`config.mk`:
```
export PLATFORM = sky130hd
export DESIGN_NAME = bcd_timer
export DESIGN_NICKNAME = d
export VERILOG_FILES = /design/src/rtl/bcd_timer_pkg.sv /design/src/rtl/tick_sync_edge.sv /design/src/rtl/bcd_timer.sv
export SDC_FILE = /design/constraint.sdc
export NUM_CORES = 1
export LEC_CHECK = 0
export ABC_AREA = 1
export CORE_MARGIN = 8
export CORE_UTILIZATION = 39
export DETAILED_ROUTE_END_ITERATION = 10
export PLACE_DENSITY = 0.72
export SLEW_MARGIN = 20
export SYNTH_ARGS = -nofsm -noshare
export SYNTH_HDL_FRONTEND = slang
export SYNTH_HIERARCHICAL = 1
export SYNTH_SLANG_ARGS = --single-unit
```
`constraint.sdc`:
```
create_clock -name clk -period 2.15 [get_ports clk]
set_input_delay 0.3225 -clock clk [delete_from_list [all_inputs] [get_ports clk]]
set_output_delay 0.3225 -clock clk [all_outputs]
set_load 0.01 [all_outputs]
```
`src/rtl/bcd_timer_pkg.sv`:
```
`default_nettype none
// ============================================================================
// Module   : bcd_timer_pkg
// Brief    : Shared state encoding and BCD digit limits for the BCD timer.
// Revision : 1.0 - initial release
// ============================================================================
package bcd_timer_pkg;

    typedef enum logic [0:0] {
        ST_STOP = 1'b0,
        ST_RUN  = 1'b1
    } state_t;

    localparam logic [3:0] ONES_MAX = 4'd9;
    localparam logic [3:0] TENS_MAX = 4'd5;

endpackage
`default_nettype wire

```
`src/rtl/tick_sync_edge.sv`:
```
`default_nettype none
// ============================================================================
// Module   : tick_sync_edge
// Brief    : Multi-flop synchronizer followed by a rising-edge detector.
// Revision : 1.0 - initial release
// ============================================================================
module tick_sync_edge #(
    parameter int SYNC_STAGES = 2
) (
    input  logic clk,
    input  logic rst_n,
    input  logic async_in,
    output logic rise_out
);

    logic [SYNC_STAGES-1:0] r_sync;
    logic                   r_prev;

    always_ff @(posedge clk or negedge rst_n) begin
        if (!rst_n) begin
            r_sync <= '0;
            r_prev <= 1'b0;
        end else begin
            r_sync <= {r_sync[SYNC_STAGES-2:0], async_in};
            r_prev <= r_sync[SYNC_STAGES-1];
        end
    end

    // A held-high level gives one pulse because r_prev catches up a cycle later
    assign rise_out = r_sync[SYNC_STAGES-1] & ~r_prev;

endmodule
`default_nettype wire

```
`src/rtl/bcd_timer.sv`:
```
`default_nettype none
// ============================================================================
// Module   : bcd_timer
// Brief    : MM:SS BCD timer advanced by rising edges of a divided clock level.
// Revision : 1.0 - initial release
// ============================================================================
module bcd_timer
    import bcd_timer_pkg::*;
#(
    parameter int SYNC_STAGES = 2
) (
    input  logic       clk,
    input  logic       rst_n,
    input  logic       tick_in,
    input  logic       start_stop,
    input  logic       clear,
    output logic [3:0] sec_ones,
    output logic [3:0] sec_tens,
    output logic [3:0] min_ones,
    output logic [3:0] min_tens,
    output logic       running,
    output logic       wrap
);

    logic       w_rise;
    state_t     r_state;
    state_t     w_state_next;
    logic       w_inc;
    logic       w_c0, w_c1, w_c2, w_c3;
    logic [3:0] r_so, r_st, r_mo, r_mt;
    logic [3:0] w_so_next, w_st_next, w_mo_next, w_mt_next;
    logic       r_wrap;

    tick_sync_edge #(
        .SYNC_STAGES (SYNC_STAGES)
    ) u_tick_sync (
        .clk      (clk),
        .rst_n    (rst_n),
        .async_in (tick_in),
        .rise_out (w_rise)
    );

    always_ff @(posedge clk or negedge rst_n) begin
        if (!rst_n) begin
            r_state <= ST_STOP;
        end else begin
            r_state <= w_state_next;
        end
    end

    always_comb begin
        w_state_next = r_state;
        if (clear) begin
            w_state_next = ST_STOP;
        end else if (start_stop) begin
            w_state_next = (r_state == ST_RUN) ? ST_STOP : ST_RUN;
        end
    end

    // Increment decision uses the pre-transition state, so a stop request still counts
    assign w_inc = w_rise & (r_state == ST_RUN) & ~clear;
    assign w_c0  = w_inc & (r_so == ONES_MAX);
    assign w_c1  = w_c0  & (r_st == TENS_MAX);
    assign w_c2  = w_c1  & (r_mo == ONES_MAX);
    assign w_c3  = w_c2  & (r_mt == TENS_MAX);

    always_comb begin
        w_so_next = r_so;
        w_st_next = r_st;
        w_mo_next = r_mo;
        w_mt_next = r_mt;
        if (w_inc) begin
            w_so_next = w_c0 ? 4'd0 : r_so + 4'd1;
        end
        if (w_c0) begin
            w_st_next = w_c1 ? 4'd0 : r_st + 4'd1;
        end
        if (w_c1) begin
            w_mo_next = w_c2 ? 4'd0 : r_mo + 4'd1;
        end
        if (w_c2) begin
            w_mt_next = w_c3 ? 4'd0 : r_mt + 4'd1;
        end
    end

    always_ff @(posedge clk or negedge rst_n) begin
        if (!rst_n) begin
            r_so   <= 4'd0;
            r_st   <= 4'd0;
            r_mo   <= 4'd0;
            r_mt   <= 4'd0;
            r_wrap <= 1'b0;
        end else if (clear) begin
            r_so   <= 4'd0;
            r_st   <= 4'd0;
            r_mo   <= 4'd0;
            r_mt   <= 4'd0;
            r_wrap <= 1'b0;
        end else begin
            r_so   <= w_so_next;
            r_st   <= w_st_next;
            r_mo   <= w_mo_next;
            r_mt   <= w_mt_next;
            r_wrap <= w_c3;
        end
    end

    assign sec_ones = r_so;
    assign sec_tens = r_st;
    assign min_ones = r_mo;
    assign min_tens = r_mt;
    assign running  = (r_state == ST_RUN);
    assign wrap     = r_wrap;

endmodule
`default_nettype wire

```
Word-level counts from Yosys, hierarchy flattened --
Cells that the tools add are included.
Word-level totals: bits in registers 21, latch bits 0, RAM bits 0, ROM bits 0, bits of input ports 5, output and inout bits 18, logic and storage cells 46, memories kept 0
Cells by class: add/subtract/negate cells 4, $mul 0, divide/modulo/power cells 0, magnitude comparators 0, eq/ne operators 4, shifts and indexed selects 0, mux-type cells 16, bitwise gates (word level) 9, reduce and logical (&&, ||, !) cells 5
Operators with widths (count):
- two-way mux 4 bit | 12
- adder 4 x 1 -> 4 bit (second input constant) | 4
- nonzero test 2 bit | 5
- equality test 4 x 3 -> 1 bit (second input constant) | 2
- equality test 4 bit (second input constant) | 2
- bitwise AND 1 bit | 7
- two-way mux 1 bit | 4
- inverter 1 bit | 2

Depth between registers and ports, before layout --
Gate-level depths: netlist of the first run.
depth after elaboration 11, mapped depth 9, depth with buffers taken out 9

Cells and area by module --
The synthesis of the first run kept the hierarchy.
By module, submodules not included:
- bcd_timer | instances 1, cells each 129, area each 1109.8 µm², sequential area each 450.4 µm²
- tick_sync_edge | instances 1, cells each 5, area each 85.1 µm², sequential area each 75.1 µm²

Worst setup path after synthesis of the first run --
OpenSTA, ideal clock, no wires.
kind register to register, from reg r_so[1], in the netlist sec_ones[1], to reg r_mt[2], in the netlist min_tens[2], arrival 1.300 ns, data required time 2.032 ns, setup slack 0.732 ns, cell stages (with the launch flop) 10, buffers on the path 0, clock period less this slack 1.418 ns, cells stage by stage dfrtp_1 > inv_1 > ha_1 > nand3_1 > nor2_8 > nand3_2 > nand2_2 > inv_2 > nand2_1 > nand2_1
On the way: word-level cells in the longest chain between the ends 8, elaborated cells between the ends (all ways) 9, those cells by class eq/ne: 1; mux: 3; bitwise: 4; reduce/logical: 1
Ends and longest elaborated chain:
- from (decl) | line bcd_timer.sv:30 | logic [3:0] r_so, r_st, r_mo, r_mt;
- from (signal assigned) | line bcd_timer.sv:100 | r_so <= w_so_next;
- equality test 4 bit (*) | line bcd_timer.sv:62 | assign w_c0 = w_inc & (r_so == ONES_MAX);
- bitwise AND 1 bit (*) | line bcd_timer.sv:62
- bitwise AND 1 bit (*) | line bcd_timer.sv:63 | assign w_c1 = w_c0 & (r_st == TENS_MAX);
- bitwise AND 1 bit (*) | line bcd_timer.sv:64 | assign w_c2 = w_c1 & (r_mo == ONES_MAX);
- bitwise AND 1 bit | line bcd_timer.sv:65 | assign w_c3 = w_c2 & (r_mt == TENS_MAX);
- two-way mux 4 bit | line bcd_timer.sv:82 | w_mt_next = w_c3 ? 4'd0 : r_mt + 4'd1;
- two-way mux 4 bit | line bcd_timer.sv:81 | if (w_c2) begin
- two-way mux 4 bit | line bcd_timer.sv:93 | end else if (clear) begin
- to (signal assigned) | line bcd_timer.sv:103 | r_mt <= w_mt_next;
- to (decl) | line bcd_timer.sv:30
Mark *: on every way between the ends. The rest lies on a longest branch, timed or not. The select of a mux whose other input is x is not followed. A chain may end at the register's enable or synchronous reset.

Worst setup path after layout of the first run --
from reg r_mo[0], in the netlist min_ones[0], to out min_ones[0]
RTL lines:
- from (decl) | line bcd_timer.sv:30
- from (signal assigned) | line bcd_timer.sv:102 | r_mo <= w_mo_next;
- to (decl) | line bcd_timer.sv:19 | output logic [3:0] min_ones,
No word-level cell between the ends.

==> results of run 1 <==
## per-stage QoR
| stage | hold slack (ps) | power [mW] |
|---|---|---|
| 2_1_floorplan | 26.9 | 0.507 |
| 3_3_place_gp | 343 | 0.571 |
| 3_5_place_dp | 339 | 0.579 |
| 4_1_cts | 337 | 0.769 |
| 5_1_grt | 343 | 0.800 |
| 6_report | 344 | 0.754 |
## state kept, by name, indices dropped and copies added, names as in the netlist
signal              count
u_tick_sync/r_prev      1
min_tens                4
sec_tens                4
wrap                    1
min_ones                4
sec_ones                4
running                 1
u_tick_sync/r_sync      2
## layout by cell type (no fill, tap or decap), drive strengths merged, types with 5 or more instances in the layout
cell type,netlist,layout
inv,29,29
nand3,5,5
nor2,9,9
nand2,31,31
nand4,12,12
clkdlybuf4s50,0,22
dfrtp,21,21
xor2,6,6
ha,8,8
## logic make-up after synthesis
group                      share of synthesized area
adders and majority gates                     0.0838
AOI/OAI and AO/OA                             0.0429
and+or+nand+nor                                0.290
buffers and inverters                         0.0995
xor gates and xnor gates                      0.0440
DFF                                            0.440
## metal layers
layer  wire length, um  part of all wire  global-route usage  vias up
li1                  -                 -                   -      477
met1              1010              0.45               0.107      433
met2              1020              0.46               0.159       27
met3               174             0.078              0.0474        2
met4                14            0.0063              0.0277        0
met5                 0                 0                   0        -
## area by class of cell
type                            instances  area (um2)
Fill cell                             259        1490
Clock buffer                            3        22.5
Timing Repair Buffer                   23         228
Multi-Input combinational cell         83         551
Clock inverter                          1        5.00
Inverter                               29         111
Tap cell                               33        41.3
Sequential cell                        21         526
## cells in the mapped netlist, types with 2 or more instances
| cell | number | share of area |
|---|---|---|
| sky130_fd_sc_hd__ha_1 | 8 | 0.084 |
| sky130_fd_sc_hd__nor3_1 | 2 | 0.0084 |
| sky130_fd_sc_hd__nand4_1 | 12 | 0.063 |
| sky130_fd_sc_hd__nor2_1 | 6 | 0.019 |
| sky130_fd_sc_hd__o21ai_0 | 3 | 0.013 |
| sky130_fd_sc_hd__xor2_1 | 6 | 0.044 |
| sky130_fd_sc_hd__nand3_1 | 3 | 0.013 |
| sky130_fd_sc_hd__inv_2 | 2 | 0.0063 |
| sky130_fd_sc_hd__inv_1 | 26 | 0.082 |
| sky130_fd_sc_hd__dfrtp_1 | 21 | 0.44 |
| sky130_fd_sc_hd__nor2_8 | 2 | 0.034 |
| sky130_fd_sc_hd__a21oi_1 | 3 | 0.013 |
| sky130_fd_sc_hd__nand2_4 | 2 | 0.019 |
| sky130_fd_sc_hd__nand2_1 | 28 | 0.088 |
## power by group
group / switching, mW / total [mW] / leakage (nW) / internal [mW]
clock network: 0.118 / 0.187 / 0.0177 / 0.0694
logic: 0.0662 / 0.127 / 0.510 / 0.0609
registers: 0.0253 / 0.440 / 0.282 / 0.415
## path summary, 6_finish.rpt
kind	start	end	slack (ps)
max	min_ones[0]	min_ones[0]	450
min	rst_n	sec_tens[3]	340
max reg2reg	min_ones[1]	min_tens[3]	550
min reg2reg	u_tick_sync/r_sync[0]	u_tick_sync/r_sync[1]	370
max in group asynchronous	rst_n	min_tens[1]	1590
min in group clk	u_tick_sync/r_sync[0]	u_tick_sync/r_sync[1]	370
==> summary.txt, run 1 <==
Delay of the slowest cell on the worst path: 580 ps
Syn_area_per_cell: 8.92 um2
Cell total after placement: 189
Row count: 20
Number of hold-repair buffers added at the cts stage: 0
Synthesized netlist net count: 147
Clock-pin transition on the worst setup and hold timing paths: 120 ps
Routed WL: 2220 um
Seq cells post-synth: 21
CTS tree: done
Clock latency on the worst-skew pair: 300 ps
Final worst path period share: 0.790
Gpl congestion: 0.850
Critical-path cell list: clkdlybuf4s50_1
Count of antenna diodes in the layout: 0
Category of the worst setup path capture point: output pin
Via count: 939
Routed Antenna Nets: 0
Final Hold Vio Count: 0
Area after detailed placement: 1460 um2
Tightest Pin Transition: 368 ps
Post-route DRC: 0
Distinct cells, synth: 24
Number of enable flip-flop cells after synthesis: 0
Final min period: 1700 ps
Global-route wire length before repair: 4000 um
Total setup buffers inserted after CTS: 0
Leading register cell type out of synthesis: sky130_fd_sc_hd__dfrtp_1
Unrepaired setup endpoints after global routing: no
Post-layout net count: 174
WL/cell: 11.5 um
Number of sinks handled by clock tree synthesis: 21
Max Slew Vio Count: 0
Required time of the critical path: 1830 ps
Register area share after synthesis: 0.440
Sort of element at the start of the critical path: flop
Number of buffers between clock root and the deepest sink: 2
Final setup skew: 6.19 ps
Floorplan die height: 71.4 um
Fraction of registers with async set or reset after synthesis: 1.00
Number of top-level design ports: 23
Count of max-cap constraint violations: 0
Setup violators final: 0
Synth-to-Final Area Change: 24.2%
HPWL reported at the end of detailed placement: 1740 um
Number of H-tree levels: 1
TritonCTS Buffers: 3
Critical-path top delay cell: sky130_fd_sc_hd__clkdlybuf4s50_1
Worst Setup Slack post-DPL: 314 ps
Number of I/O port buffers: 22
Total global-route track usage: 0.0967
Status: finished clean
Number of search-and-repair iterations in the first detailed-routing pass: 4
Synth warn: 6
Worst voltage drop across the vdd grid: 366 uV
Bufs and invs on worst path: 1
Non-filler cells in the finished layout: 193
Count of cell instances traversed by the critical path: 1
Worst setup path class: reg2out
Final core area utilization: 0.498
Family with the most delay on the worst path: buffers and inverters
Iteration-0 DRC Markers: 34
Fraction of final layout cells sized beyond drive strength 1: 0.106
Area of the core: 2980 um2
Aggregate global routing overflow: 0
Synth Cell Area: 1190 um2
Post-cts sizing count: 0
Number of antenna violations at the first check in global routing: 0
LEAKAGE: 0.810 nW
Synth Instances: 134
Setup_tns: 0 ps
Clk Tree Root Cell: sky130_fd_sc_hd__clkbuf_4
Maximum fanout along the worst path: 7
Vias in the first global route: 935
Final std cell area, no fill: 1480 um2
Classification of the worst-slack hold path: in2async
Per-cell via count in the routed design: 4.87
Initial core utilization: 0.401
Slew HR: 0.752
Die Outline Area: 5090 um2
Final setup slack of the worst path: 452 ps
Fmax: 589 MHz
Depth of the most critical reg-to-reg path: 8
Maximum number of pins on one net before global-route repair: 22
Die W: 71.4 um
Arr. time, crit path: 1380 ps
Power per standard cell area: 508 nW/um2
(Power assumes the default switching activity.)
==> run 2, diff against run 1 <==
Settings changed: PLACE_DENSITY 0.72 to 0.74.
Clock period 2.15 ns to 1.42 ns, I/O delays scaled along.
==> run 2 against run 1 <==
Against the previous run:
- the flow now finishes with violations (setup timing)
- wire length increased by 32%
- utilization up 7.8 points
- final cell count is 12% higher
==> summary.txt, run 2 (synthesis gave the netlist of run 1 again) <==
Status: complete, but fails checks (was finished clean)
Violations in the final reports: setup timing
Unrepaired setup endpoints after global routing: yes (was no)
Slew HR: 0.815 (was 0.752)
Area of the core: 2980 um2 (unchanged)
Final min period: 1470 ps
Cell total after placement: 199 (was 189)
Critical Path Most Common Cell: sky130_fd_sc_hd__inv_2
Non-filler cells in the finished layout: 216 (was 193)
Number of sinks handled by clock tree synthesis: 21 (unchanged)
Post-route DRC: 0 (unchanged)
Required time of the critical path: 1620 ps (was 1830 ps)
Number of search-and-repair iterations in the first detailed-routing pass: 4 (unchanged)
Number of buffers between clock root and the deepest sink: 2 (unchanged)
LEAKAGE: 1.03 nW (was 0.810 nW)
Area after detailed placement: 1530 um2 (was 1460 um2)
Sort of element at the start of the critical path: flop (unchanged)
Die Outline Area: 5090 um2 (unchanged)
Global-route wire length before repair: 4900 um (was 4000 um)
Setup violators final: 8 (was 0)
Final std cell area, no fill: 1720 um2 (was 1480 um2)
HPWL reported at the end of detailed placement: 2100 um (was 1740 um)
Commonest non-fill, non-tap cell in the layout: sky130_fd_sc_hd__nand2_1 (unchanged)
Power per standard cell area: 719 nW/um2 (was 508 nW/um2)
Clk Tree Root Cell: sky130_fd_sc_hd__clkbuf_4 (unchanged)
Number of I/O port buffers: 22 (unchanged)
Iteration-0 DRC Markers: 34 (unchanged)
Final worst path period share: 1.03
Category of the worst setup path capture point: flop (was output pin)
Delay of the slowest cell on the worst path: 410 ps (was 580 ps)
Per-cell via count in the routed design: 4.90 (was 4.87)
Final Hold Vio Count: 0 (unchanged)
Initial core utilization: 0.401 (unchanged)
Critical-path top delay cell: sky130_fd_sc_hd__dfrtp_1 (was sky130_fd_sc_hd__clkdlybuf4s50_1)
Total global-route track usage: 0.119 (was 0.0967)
Total power after layout: 1.23 mW (was 0.754 mW)
WL/cell: 13.5 um (was 11.5 um)
Count of max-cap constraint violations: 0 (unchanged)
TritonCTS Buffers: 3 (unchanged)
Critical-path cell list: inv_2, ha_4, inv_2, nor3_4, nand2_4, buf_4, nand4_1, o21ai_1 (was clkdlybuf4s50_1)
Setup_tns: -205 ps (was 0 ps)
Row count: 20 (unchanged)
Count of antenna diodes in the layout: 0 (unchanged)
Post-layout net count: 197 (was 174)
Most frequent cells in the layout: sky130_fd_sc_hd__nand2_1 (25), sky130_fd_sc_hd__inv_1 (23), sky130_fd_sc_hd__buf_4 (23) (was sky130_fd_sc_hd__nand2_1 (28), sky130_fd_sc_hd__inv_1 (26), sky130_fd_sc_hd__clkdlybuf4s50_1 (22))
Fraction of final layout cells sized beyond drive strength 1: 0.306 (was 0.106)
Final setup skew: 3.09 ps (was 6.19 ps)
Worst flop-to-flop path endpoint: sec_tens[2] (was min_tens[3])
Clock latency on the worst-skew pair: 300 ps (about the same)
Vias in the first global route: 1,126 (was 935)
Aggregate global routing overflow: 0 (unchanged)
Arr. time, crit path: 1670 ps (was 1380 ps)
Max Slew Vio Count: 0 (unchanged)
Routed Antenna Nets: 0 (unchanged)
Fmax: 682 MHz
Gpl congestion: 0.876 (was 0.850)
Maximum fanout along the worst path: 4 (was 7)
Worst voltage drop across the vdd grid: 646 uV (was 366 uV)
Maximum number of pins on one net before global-route repair: 22 (unchanged)
Number of top-level design ports: 23 (unchanged)
Final setup slack of the worst path: -47.2 ps (was 452 ps)
Number of H-tree levels: 1 (unchanged)
Worst setup path class: reg2reg (was reg2out)
Tightest Pin Transition: 277 ps (was 368 ps)
CTS tree: done (unchanged)
Depth of the most critical reg-to-reg path: 8 (unchanged)
Hold slack final: 233 ps (was 344 ps)
Number of antenna violations at the first check in global routing: 0 (unchanged)
Floorplan die height: 71.4 um (unchanged)
Clock-pin transition on the worst setup and hold timing paths: 120 ps (about the same)
Die W: 71.4 um (unchanged)
Routed WL: 2930 um (was 2220 um)
Via count: 1,058 (was 939)
Reg2reg setup slack: -50 ps (was 550 ps)
Worst reg2reg path startpoint: sec_tens[1] (was min_ones[1])
Synth-to-Final Area Change: 43.7% (was 24.2%)
Classification of the worst-slack hold path: in2async (unchanged)
-- run 2: repair_timing --
item	in CTS	in global routing
hold buffers	0	0
setup buffers	11	2
endpoints found under the setup margin	26	17
gates resized for setup	23	23
pin swaps	0	10
-- run 2: power breakdown --
part / switching (mW) / internal (mW) / total (mW)
clock network: 0.181 / 0.110 / 0.290
logic: 0.154 / 0.140 / 0.294
registers: 0.0208 / 0.629 / 0.650
-- run 2: layout make-up --
type	count	area, um2
Clock buffer	4	26.3
Fill cell	258	1260
Inverter	29	114
Multi-Input combinational cell	83	617
Sequential cell	21	532
Tap cell	33	41.3
Timing Repair Buffer	46	387
-- run 2: per-stage QoR --
stage	utilization	worst slack (ps)
3_3_place_gp	0.514	-87.6
5_1_grt	0.576	-131
6_report	0.576	-47.2
3_5_place_dp	0.514	-128
2_1_floorplan	-	2.00
4_1_cts	0.550	0.556
-- run 2: layer usage --
metal / track usage / vias to the layer above / routed length [um] / part of all wire
li1: - / 522 / - / -
met1: 0.125 / 504 / 1260 / 0.43
met2: 0.208 / 26 / 1480 / 0.51
met3: 0.0432 / 6 / 136 / 0.046
met4: 0.0508 / 0 / 51 / 0.017
met5: 0 / - / 0 / 0
-- run 2: worst max-delay path: cells and delay by family (launching register included) --
kind | cells | cell delay, ps
and+or+nand+nor | 3 | 470
DFF | 1 | 410
buffers and inverters | 3 | 290
adders and majority gates | 1 | 130
AOI/OAI and AO/OA | 1 | 70
-- run 2: how the worst max path moves through the flow --
stage / startpoint / slack [ps] / cells after the start / to
3_3_place_gp: clear / -90 / 9 / min_tens[1]
4_1_cts: min_ones[1] / 0.6 / 8 / min_tens[0]
6_report: sec_tens[1] / -50 / 8 / sec_tens[2]
3_5_place_dp: clear / -130 / 9 / min_tens[0]
2_1_floorplan: sec_ones[1] / 2 / 9 / min_tens[2]
5_1_grt: sec_tens[1] / -130 / 8 / min_ones[0]
